[src/rtl/reg_op_arbiter_if.sv]
// Request/operation bundle between requesters, the arbiter and the shared register.
// REG_ARB_LOCK_EN adds the per-requester req_lock input.
interface reg_op_arbiter_if #(
  parameter int N_REQ = 4
);
  localparam int GW = $clog2(N_REQ);

  logic [N_REQ-1:0]    req;
  logic [2*N_REQ-1:0]  req_funsel;
  logic [16*N_REQ-1:0] req_data;
`ifdef REG_ARB_LOCK_EN
  logic [N_REQ-1:0]    req_lock;
`endif
  logic [N_REQ-1:0]    ack;
  logic                E;
  logic [1:0]          FunSel;
  logic [15:0]         In;
  logic [GW-1:0]       grant_id;
  logic                busy;

`ifdef REG_ARB_LOCK_EN
  modport master (
    output req, req_funsel, req_data, req_lock,
    input  ack, E, FunSel, In, grant_id, busy
  );
  modport slave (
    input  req, req_funsel, req_data, req_lock,
    output ack, E, FunSel, In, grant_id, busy
  );
`else
  modport master (
    output req, req_funsel, req_data,
    input  ack, E, FunSel, In, grant_id, busy
  );
  modport slave (
    input  req, req_funsel, req_data,
    output ack, E, FunSel, In, grant_id, busy
  );
`endif
endinterface

[src/rtl/reg_op_arbiter.sv]
// Round-robin arbiter sequencing dec/inc/load/clear ops onto one shared register.
// Optional REG_ARB_LOCK_EN lets a granted requester retain top priority.
module reg_op_arbiter #(
  parameter int N_REQ = 4
) (
  input  logic             clock,
  input  logic             reset,
  reg_op_arbiter_if.slave  bus
);
  localparam int GW = $clog2(N_REQ);

  typedef enum logic [1:0] {
    S_IDLE  = 2'd0,
    S_ISSUE = 2'd1,
    S_ACK   = 2'd2
  } state_t;

  state_t           r_state;
  logic [GW-1:0]    r_ptr;
  logic [GW-1:0]    r_gid;
  logic [N_REQ-1:0] r_ack;
  logic             r_e;
  logic [1:0]       r_funsel;
  logic [15:0]      r_in;
  logic             r_busy;

  logic             w_found;
  logic [GW-1:0]    w_win;
  logic [GW-1:0]    w_cand;
  logic [GW-1:0]    w_ptr_nxt;
  logic [1:0]       w_fs;
  logic [15:0]      w_data;

  // Scan downward so the candidate closest to r_ptr is assigned last.
  always_comb begin
    w_found = 1'b0;
    w_win   = '0;
    w_cand  = '0;
    for (int k = N_REQ - 1; k >= 0; k--) begin
      w_cand = GW'((int'(r_ptr) + k) % N_REQ);
      if (bus.req[w_cand]) begin
        w_found = 1'b1;
        w_win   = w_cand;
      end
    end
  end

  assign w_fs   = bus.req_funsel[{w_win, 1'b0} +: 2];
  assign w_data = bus.req_data[{w_win, 4'b0000} +: 16];

  always_comb begin
    w_ptr_nxt = (r_gid == GW'(N_REQ - 1)) ? '0 : r_gid + GW'(1);
`ifdef REG_ARB_LOCK_EN
    if (bus.req_lock[r_gid]) begin
      w_ptr_nxt = r_gid;
    end
`endif
  end

  always_ff @(posedge clock or posedge reset) begin
    if (reset) begin
      r_state  <= S_IDLE;
      r_ptr    <= '0;
      r_gid    <= '0;
      r_ack    <= '0;
      r_e      <= 1'b0;
      r_funsel <= 2'b00;
      r_in     <= 16'h0000;
      r_busy   <= 1'b0;
    end else begin
      unique case (r_state)
        S_IDLE: begin
          if (w_found) begin
            r_gid    <= w_win;
            r_funsel <= w_fs;
            r_in     <= w_data;
            r_e      <= 1'b1;
            r_busy   <= 1'b1;
            r_state  <= S_ISSUE;
          end
        end
        S_ISSUE: begin
          r_e     <= 1'b0;
          r_ack   <= N_REQ'(1) << r_gid;
          r_state <= S_ACK;
        end
        S_ACK: begin
          r_ack   <= '0;
          r_busy  <= 1'b0;
          r_ptr   <= w_ptr_nxt;
          r_state <= S_IDLE;
        end
        default: begin
          r_state <= S_IDLE;
        end
      endcase
    end
  end

  assign bus.ack      = r_ack;
  assign bus.E        = r_e;
  assign bus.FunSel   = r_funsel;
  assign bus.In       = r_in;
  assign bus.grant_id = r_gid;
  assign bus.busy     = r_busy;
endmodule

[src/flat_wrapper.sv]
// flat-port wrapper written by rule: the top's interface ports become plain ports
module reg_op_arbiter_flat 
#(
  parameter int N_REQ = 4
)
  (clock, reset, bus_req, bus_req_funsel, bus_req_data, bus_ack, bus_E, bus_FunSel, bus_In, bus_grant_id, bus_busy);
  reg_op_arbiter_if #(.N_REQ(N_REQ)) bus_i ();
  input  logic clock;
  input  logic reset;
  input wire logic [$bits(bus_i.req)-1:0] bus_req;
  input wire logic [$bits(bus_i.req_funsel)-1:0] bus_req_funsel;
  input wire logic [$bits(bus_i.req_data)-1:0] bus_req_data;
  output wire logic [$bits(bus_i.ack)-1:0] bus_ack;
  output wire logic [$bits(bus_i.E)-1:0] bus_E;
  output wire logic [$bits(bus_i.FunSel)-1:0] bus_FunSel;
  output wire logic [$bits(bus_i.In)-1:0] bus_In;
  output wire logic [$bits(bus_i.grant_id)-1:0] bus_grant_id;
  output wire logic [$bits(bus_i.busy)-1:0] bus_busy;
  assign bus_i.req = bus_req;
  assign bus_i.req_funsel = bus_req_funsel;
  assign bus_i.req_data = bus_req_data;
  assign bus_ack = bus_i.ack;
  assign bus_E = bus_i.E;
  assign bus_FunSel = bus_i.FunSel;
  assign bus_In = bus_i.In;
  assign bus_grant_id = bus_i.grant_id;
  assign bus_busy = bus_i.busy;
  reg_op_arbiter #(.N_REQ(N_REQ)) u_core (.clock(clock), .reset(reset), .bus(bus_i));
endmodule
[config.mk]
export PLATFORM = sky130hd
export DESIGN_NAME = reg_op_arbiter_flat
export DESIGN_NICKNAME = d
export VERILOG_FILES = /design/src/rtl/reg_op_arbiter_if.sv /design/src/rtl/reg_op_arbiter.sv /design/src/flat_wrapper.sv
export SDC_FILE = /design/constraint.sdc
export NUM_CORES = 1
export LEC_CHECK = 0
export ABC_AREA = 1
export CAP_MARGIN = 10
export CORE_ASPECT_RATIO = 0.6
export CORE_MARGIN = 2
export CORE_UTILIZATION = 40
export CTS_CLUSTER_DIAMETER = 50
export DETAILED_ROUTE_END_ITERATION = 6
export GPL_ROUTABILITY_DRIVEN = 0
export PLACE_DENSITY = 0.79
export SKIP_CTS_REPAIR_TIMING = 1
export SYNTH_ARGS = -nofsm -noshare
export SYNTH_HDL_FRONTEND = slang
export SYNTH_SLANG_ARGS = --single-unit
[constraint.sdc]
create_clock -name clock -period 2.87 [get_ports clock]
set_clock_uncertainty 0.15 [all_clocks]
set_input_delay 0.4305 -clock clock [delete_from_list [all_inputs] [get_ports clock]]
set_output_delay 0.4305 -clock clock [all_outputs]
set_load 0.05 [all_outputs]
==> results.tsv, run 1 <==
stage	metric	value	unit
status	status	finished, final reports clean	
placed_design	port_buffers	103	
sta	fin_setup_tns	0	ns
grt	grt_max_degree	31	
clocking	cts_sinks	30	
sta	finalCritPeriodShare	0.823	
setup_path	startpoint_type	flop	
drt	drt-total-wl	6110	um
placed_design	place_area	0.00321	mm^2
placed_design	dp.final_hpwl	4710	um
drt	drt_iter0_markers	97	
clocking	numCtsBuffers	5	
grt	grt_pass1_vias	2225	
pwr	p_comb_frac	0.736	
sta	slew_viol_final	0	
layout	multi_input_area	0.00116	mm^2
pwr	pwr_density_cell	1320	mW/mm^2
clocking	root_buffer	clkbuf_8	
drt	first_pass_iters	6	
pwr	total_power	4.36	mW
logic_synthesis	syn_avg_cell_area	6.71	um^2
setup_path	r2r.worst_path.cells	12	
setup_path	rrSetupSlack	0.51	ns
run	cap_violations	0	
die	die_y	60.5	um
grt	antenna_found_initial	0	
pwr	internal_power	1.94	mW
die	core-area	0.00510	mm^2
pwr	seqPwrFrac	0.183	
logic_synthesis	synth.distinct_cells	25	
logic_synthesis	async_reset_ff_frac	1.00	
logic_synthesis	synth_edf_count	0	
sta	hold_violations	0	
pwr	p_sw_frac	0.555	
die	dieArea	0.00594	mm^2
drt	num_vias	2305	
clocking	cts_tree	done	
setup_path	cp_max_fo	22	
grt	grt-ovfl-total	0	
drt	wl_per_cell	12.5	um
drt	vias_per_cell	4.72	
setup_path	cp.required	2.89	ns
layout	n_antenna_cell	0	
die	boundaryPins	104	
die	die_x	98.1	um
logic_synthesis	synthCells	317	
drt	drc_errors	0	
clocking	clock_latency	0.28	ns
grt	grt_usage	0.214	
layout	drive_gt1_frac	0.0711	
logic_synthesis	synth_seq_area_share	0.353	
sta	rsz0062_at_grt	false	
setup_path	cp-end-kind	flop	
setup_path	cp-startpoint	u_core.r_ptr[0]	
sta	max_freq	0.424	GHz
clocking	h-tree-depth	2	
clocking	clkSlewWorstSetupHoldPaths	0.07	ns
logic_synthesis	synthesis.area	0.00213	mm^2
setup_path	crit_type	flop to flop	
die	rows	20	
hold_path	hp-start	u_core.bus.In[13]	
sta	tightest_slew	0.527	ns
setup_path	worstReg2RegStart	u_core.r_ptr[0]	
logic_synthesis	synth-seq-cells	30	
pwr	power.leakage	1.59	nW
placed_design	placedCellCount	480	
logic_synthesis	syn_nets	403	
sta	setup_viol	0	
logic_synthesis	synth_top_flop_cell	dfrtp_1	
logic_synthesis	ys_warn_count	0	
die	floorplan.initialDensity	0.417	
pwr	pwr-share-clk	0.081	
layout	n_fill_cell	463	
drt	ant_nets	0	
hold_path	whs_path_depth	2	
layout	area_delta_synth_final	55.0	%
layout	stdcell_area	0.00330	mm^2
layout	final-seq-area	751	um^2
layout	fin_nets	507	
clocking	clockBufferDepth	2	
setup_path	arrival	2.39	ns
sta	slew_headroom	0.648	
setup_path	worstReg2RegEnd	u_core.bus.In[11]	
layout	final_cells	488	
pwr	p_switching	2.42	mW
sta	period_needed	2.36	ns
hold_path	worstHoldPathType	flop to flop	
hold_path	holdPathEnd	u_core.bus.In[13]	
grt	grt_pass1_wl	10100	um
pwr	vdd_drop_max	0.546	mV
==> per-layer routing <==
layer  GRT usage  wire (um)
met5           0          0
met4      0.0548         45
met3      0.0622        551
met2       0.341       2670
met1       0.293       2840
==> worst max-delay path by stage <==
| stage | to | slack [ns] | cells past startpoint |
|---|---|---|---|
| 2_1_floorplan | u_core.bus.In[0] | 1.01 | 13 |
| 3_3_place_gp | u_core.bus.FunSel[1] | 0.43 | 14 |
| 3_5_place_dp | u_core.bus.In[11] | 0.35 | 12 |
| 4_1_cts | u_core.bus.In[11] | 0.52 | 12 |
| 5_1_grt | u_core.bus.In[11] | 0.27 | 12 |
| 6_report | u_core.bus.In[11] | 0.51 | 12 |
==> state kept, by name (all words and copies together) (netlist names) <==
name,cells
u_core.bus.grant_id,2
u_core.bus.FunSel,2
u_core.bus.busy,1
u_core.bus.E,1
u_core.bus.ack,4
u_core.bus.In,16
u_core.r_state,2
u_core.r_ptr,2
==> synth_stat cells, types with 2 or more instances <==
cell type / number / share of area
nand2_1: 97 / 0.17
ha_1: 8 / 0.047
buf_6: 3 / 0.016
buf_2: 7 / 0.016
nand2_4: 2 / 0.011
or2_2: 3 / 0.0088
nor2_1: 28 / 0.049
nand2_2: 2 / 0.0059
inv_2: 5 / 0.0088
a21oi_1: 2 / 0.0047
dfrtp_1: 30 / 0.35
o21ai_0: 9 / 0.021
buf_4: 2 / 0.0071
o21ai_1: 3 / 0.0071
or2_1: 5 / 0.015
nand3_1: 74 / 0.17
inv_1: 29 / 0.051
==> power groups by stage <==
stage / registers, mW / logic (mW) / clock network [mW]
6_report: 0.797 / 3.21 / 0.353
5_1_grt: 0.825 / 3.57 / 0.374
4_1_cts: 0.796 / 3.24 / 0.357
3_5_place_dp: 0.800 / 3.23 / 0
3_3_place_gp: 0.799 / 3.16 / 0
2_1_floorplan: 1.35 / 1.82 / 0
==> kinds of logic (layout without fill, tap and decap cells) <==
family,Yosys count,after routing,share of synthesized area
xor+xnor,1,1,0.00412
flops,30,30,0.353
fa+ha+maj,8,8,0.0471
simple gates,216,216,0.459
buf+inv,47,152,0.101
compound gates,15,15,0.0359
==> cell type report <==
| class | count | area share |
|---|---|---|
| multi-input cells | 240 | 0.352 |
| repair buffers | 110 | 0.329 |
| flip-flops and latches | 30 | 0.228 |
| inverters | 34 | 0.0387 |
| clock buffers | 7 | 0.0262 |
| well taps | 66 | 0.0250 |
| clock inverters | 1 | 0.00152 |
==> placed cells by master, fill, tap and decap left out, drive strengths merged <==
cell type,count
buf,7
or2,9
ha,8
clkdlybuf4s50,103
nand2,101
clkbuf,7
inv,34
nand3,76
dfrtp,30
xnor2,1
nor2,30
clkinv,1
a21oi,2
o22ai,1
o21ai,12
==> worst max-delay path, stage by stage, from the launching register on <==
cell,delay (ns)
dfrtp_1,0.58
inv_1,0.16
nand2_1,0.09
nand2_1,0.05
nand2_1,0.10
nand3_1,0.11
nor2_1,0.14
nand2_1,0.08
nand2_2,0.16
inv_2,0.19
or2_2,0.32
nand2_1,0.07
nor2_1,0.04
==> per-stage QoR <==
stage                     worst slack (ns)   util  hold WS [ns]
after floorplan                       1.01      -         0.371
after global placement               0.430  0.628         0.314
after detailed placement             0.348  0.628         0.320
after CTS                            0.521  0.646         0.336
after global routing                 0.272  0.646         0.356
final                                0.509  0.646         0.332
Power figures use the tool's default switching activity.
==> run 2, diff against run 1 <==
- clock period: 2.87 -> 2.21 ns (I/O delays scaled with it)
==> results.tsv, run 2 (synthesized netlist as in run 1, its figures left out) <==
stage	metric	value	unit
setup_path	worstReg2RegStart	u_core.r_ptr[0]	
clocking	h-tree-depth	2	
sta	tightest_slew	0.528	ns
grt	grt_pass1_vias	2222	
pwr	pwr_density_cell	1760	mW/mm^2
layout	largest_reg_flops	16	
placed_design	dp.final_hpwl	4930	um
setup_path	crit_type	input port to flop	
die	boundaryPins	104	
setup_path	critPathTopFamily	simple AND/OR/NAND/NOR gates	
clocking	cts_sinks	30	
placed_design	port_buffers	103	
setup_path	cp_max_fo	10	
layout	multi_input_area	0.00116	mm^2
sta	hold_violations	0	
clocking	clock_latency	0.27	ns
placed_design	placedCellCount	493	
grt	grt_pass1_wl	10400	um
clocking	cts_tree	done	
drt	first_pass_iters	4	
die	dieArea	0.00594	mm^2
setup_path	r2r.worst_path.cells	11	
die	floorplan.initialDensity	0.417	
sta	rsz0062_at_grt	false	
drt	drt_iter0_markers	101	
layout	area_delta_synth_final	60.3	%
clocking	clockBufferDepth	2	
layout	final_cells	500	
setup_path	path_common_cell	nand2_1	
drt	ant_nets	0	
grt	grt_max_degree	31	
setup_path	cp_slowest_stage_delay	0.46	ns
clocking	root_buffer	clkbuf_8	
clocking	numCtsBuffers	5	
setup_path	cp.buffers_inverters	3	
setup_path	cp.required	2.22	ns
grt	grt_usage	0.220	
sta	fin_hold_ws	0.285	ns
layout	n_antenna_cell	0	
die	die_x	98.1	um
layout	final-seq-area	752	um^2
sta	finalCritPeriodShare	0.904	
die	rows	20	
sta	slew_headroom	0.647	
run	cap_violations	0	
layout	layout_common_cells	clkdlybuf4s50_1 (103), nand2_1 (97), nand3_1 (74), dfrtp_1 (29)	
layout	layout_commonest_cell	clkdlybuf4s50_1	
die	die_y	60.5	um
drt	wl_per_cell	12.5	um
setup_path	startpoint_type	input port	
setup_path	rrSetupSlack	0.22	ns
drt	num_vias	2378	
setup_path	worstReg2RegEnd	u_core.bus.In[11]	
clocking	clkSlewWorstSetupHoldPaths	0.06	ns
setup_path	arrival	2.00	ns
hold_path	worstHoldPathType	input port to asynchronous set/reset pin	
grt	antenna_found_initial	0	
setup_path	cp-end-kind	flop	
layout	drive_gt1_frac	0.104	
pwr	vdd_drop_max	0.779	mV
drt	vias_per_cell	4.76	
setup_path	cp-startpoint	bus_req[1]	
drt	drc_errors	0	
sta	max_freq	0.501	GHz
setup_path	cp_slowest_cell	clkdlybuf4s50_1	
sta	setup_viol	0	
grt	grt-ovfl-total	0	
status	status	finished, final reports clean	
sta	period_needed	2.00	ns
sta	slew_viol_final	0	
pwr	power.leakage	1.65	nW
setup_path	path_cells	clkdlybuf4s50_1, inv_1, o21ai_1, nand2_1, nand3_2, nand2_2, nand2_4, nand2_4, buf_4, nand2_1, nand3_1, nand3_1, nand2_1	
layout	fin_nets	521	
layout	n_fill_cell	478	
die	core-area	0.00510	mm^2
drt	drt-total-wl	6250	um
run 2: worst max-delay path by stage:
stage                                       to  slack, ns  cells after the start
after CTS                     u_core.bus.In[5]       0.08                     13
after global routing      u_core.bus.FunSel[0]       0.04                     13
after global placement    u_core.bus.FunSel[1]      -0.02                     12
final                         u_core.bus.In[1]       0.21                     13
after floorplan               u_core.bus.In[0]       0.35                     13
after detailed placement      u_core.bus.In[5]      -0.09                     12
run 2: final cells by class:
| type | count | area share |
|---|---|---|
| timing repair buffer | 124 | 0.352 |
| multi-input combinational | 240 | 0.341 |
| sequential | 30 | 0.221 |
| inverter | 34 | 0.0382 |
| clock buffer | 6 | 0.0242 |
| tap | 66 | 0.0242 |
run 2: power breakdown:
part           switching [mW]  internal (mW)
Clock                   0.187          0.240
Sequential              0.190          0.842
Combinational            2.81           1.71
Total                    3.19           2.79
run 2: metrics by stage:
stage	area [um^2]	setup slack [ns]	TNS [ns]	total power, mW	utilization
after global routing	3410	0.0398	0	6.55	0.668
after detailed placement	3320	-0.0850	-0.782	5.55	0.650
after floorplan	2130	0.346	0	4.12	-
final	3410	0.212	0	5.98	0.668
after global placement	3320	-0.0208	-0.0320	5.46	0.650
after CTS	3400	0.0786	0	6.00	0.666
run 2: worst min-delay path, delay by kind of cell:
family	cells	cell delay [ns]
buf+inv	3	0.79
run 2: routing by layer:
layer,global-route usage,up-vias,routed length (um),part of all wire
li1,-,1238,-,-
met5,0,-,0,0
met1,0.302,1036,2900,0.46
met4,0.0450,0,37,0.0059
met3,0.0634,5,660,0.11
met2,0.355,99,2650,0.42
==> run 3, diff against run 2 <==
- DONT_BUFFER_PORTS: not set -> 1
- PLACE_DENSITY: 0.79 -> 0.54
==> results.tsv, run 3 (synthesized netlist as in run 1, its figures left out) <==
stage	metric	value	unit
clocking	h-tree-depth	2	
placed_design	port_buffers	0	
setup_path	path_cells	clkbuf_2, nand2_1, nand2_1, nand2_1, nand3_1, nor2_2, nand2_1, nand2_4, inv_4, or2_2, nand2_1, nor2_1	
setup_path	arrival	2.11	ns
grt	antenna_found_initial	0	
grt	grt_usage	0.195	
setup_path	startpoint_type	flop	
layout	area_delta_synth_final	12.3	%
sta	fin_setup_tns	0	ns
grt	grt_pass1_wl	8960	um
sta	tightest_slew	0.554	ns
layout	drive_gt1_frac	0.125	
placed_design	placedCellCount	381	
die	die_y	60.5	um
die	die_x	98.1	um
die	core-area	0.00510	mm^2
sta	rsz0062_at_grt	true	
die	rows	20	
drt	first_pass_iters	5	
clocking	clkSlewWorstSetupHoldPaths	0.07	ns
layout	n_antenna_cell	0	
die	dieArea	0.00594	mm^2
grt	grt_max_degree	31	
sta	setup_viol	0	
setup_path	cp_slowest_stage_delay	0.44	ns
die	boundaryPins	104	
status	status	finished, final reports clean	
clocking	clockBufferDepth	2	
sta	finalCritPeriodShare	0.947	
die	floorplan.initialDensity	0.417	
clocking	root_buffer	clkbuf_8	
layout	layout_common_cells	nand2_1 (97), nand3_1 (74), inv_1 (29), dfrtp_1 (29), nor2_1 (27)	
layout	layout_commonest_cell	nand2_1	
sta	hold_violations	0	
drt	num_vias	2061	
drt	wl_per_cell	14.6	um
run	cap_violations	0	
drt	drt_iter0_markers	119	
drt	vias_per_cell	5.23	
clocking	numCtsBuffers	5	
clocking	cts_sinks	30	
clocking	clock_latency	0.28	ns
setup_path	cp-end-kind	flop	
setup_path	path_common_cell	nand2_1	
setup_path	cp.required	2.23	ns
grt	grt-ovfl-total	0	
layout	largest_reg_flops	16	
drt	ant_nets	0	
placed_design	dp.final_hpwl	4260	um
grt	grt_pass1_vias	1766	
hold_path	worstHoldPathType	input port to flop	
clocking	cts_tree	done	
layout	fin_nets	413	
layout	final_cells	394	
drt	drt-total-wl	5770	um
sta	max_freq	0.478	GHz
sta	slew_headroom	0.631	
drt	drc_errors	0	
setup_path	crit_type	flop to flop	
setup_path	cp_max_fo	15	
setup_path	cp_slowest_cell	dfrtp_2	
sta	period_needed	2.09	ns
sta	slew_viol_final	0	
-- run 3: cell types whose count changed in the layout (fill, tap and decap cells not counted), sizes merged --
cell,change
clkdlybuf4s50,-103
buf,-8
clkinv,+1
clkbuf,+2
dlygate4sd3,+1
nor2,+1
-- run 3: metal layers --
metal	GRT usage	share of wire
met1	0.275	0.44
met2	0.278	0.42
met3	0.0887	0.14
met4	0.0431	0.0047
met5	0	0
-- run 3: cell type report --
type	count	area (um^2)
clock inverters	1	5.00
well taps	66	82.6
flip-flops and latches	30	752
inverters	34	133
clock buffers	7	86.3
repair buffers	15	129
fillers	523	2720
multi-input cells	241	1200
-- run 3: final timing paths --
check	startpoint	end	slack (ns)	cells after the start
setup / recovery	u_core.r_ptr[0]	u_core.bus.In[9]	0.12	12
hold / removal	bus_req_data[11]	u_core.bus.In[11]	0.13	4
setup reg to reg	u_core.r_ptr[0]	u_core.bus.In[9]	0.12	12
hold reg to reg	u_core.r_state[0]	u_core.r_state[0]	0.51	2
max in group asynchronous	reset	u_core.r_ptr[0]	1.17	3
min in group asynchronous	reset	u_core.bus.ack[2]	0.43	3
-- run 3: per-stage QoR --
stage | util | instance area [um^2] | hold WS [ns] | setup slack (ns)
after detailed placement | 0.432 | 2200 | 0.186 | -0.0572
final | 0.468 | 2390 | 0.127 | 0.118
after floorplan | - | 2130 | 0.272 | 0.346
after CTS | 0.450 | 2300 | -0.115 | -0.0945
after global routing | 0.468 | 2390 | 0.149 | -0.0641
after global placement | 0.432 | 2200 | 0.183 | -0.0460
-- run 3: critical path, delay by kind of cell, from the launching register on --
family / cells / cell delay (ns)
and+or+nand+nor: 10 / 1.12
DFF: 1 / 0.44
buffers and inverters: 2 / 0.27
Power of run 3 is left out: the tool's default activity adds up to more than one toggle a clock period on the data nets, which glitch-free logic cannot reach.
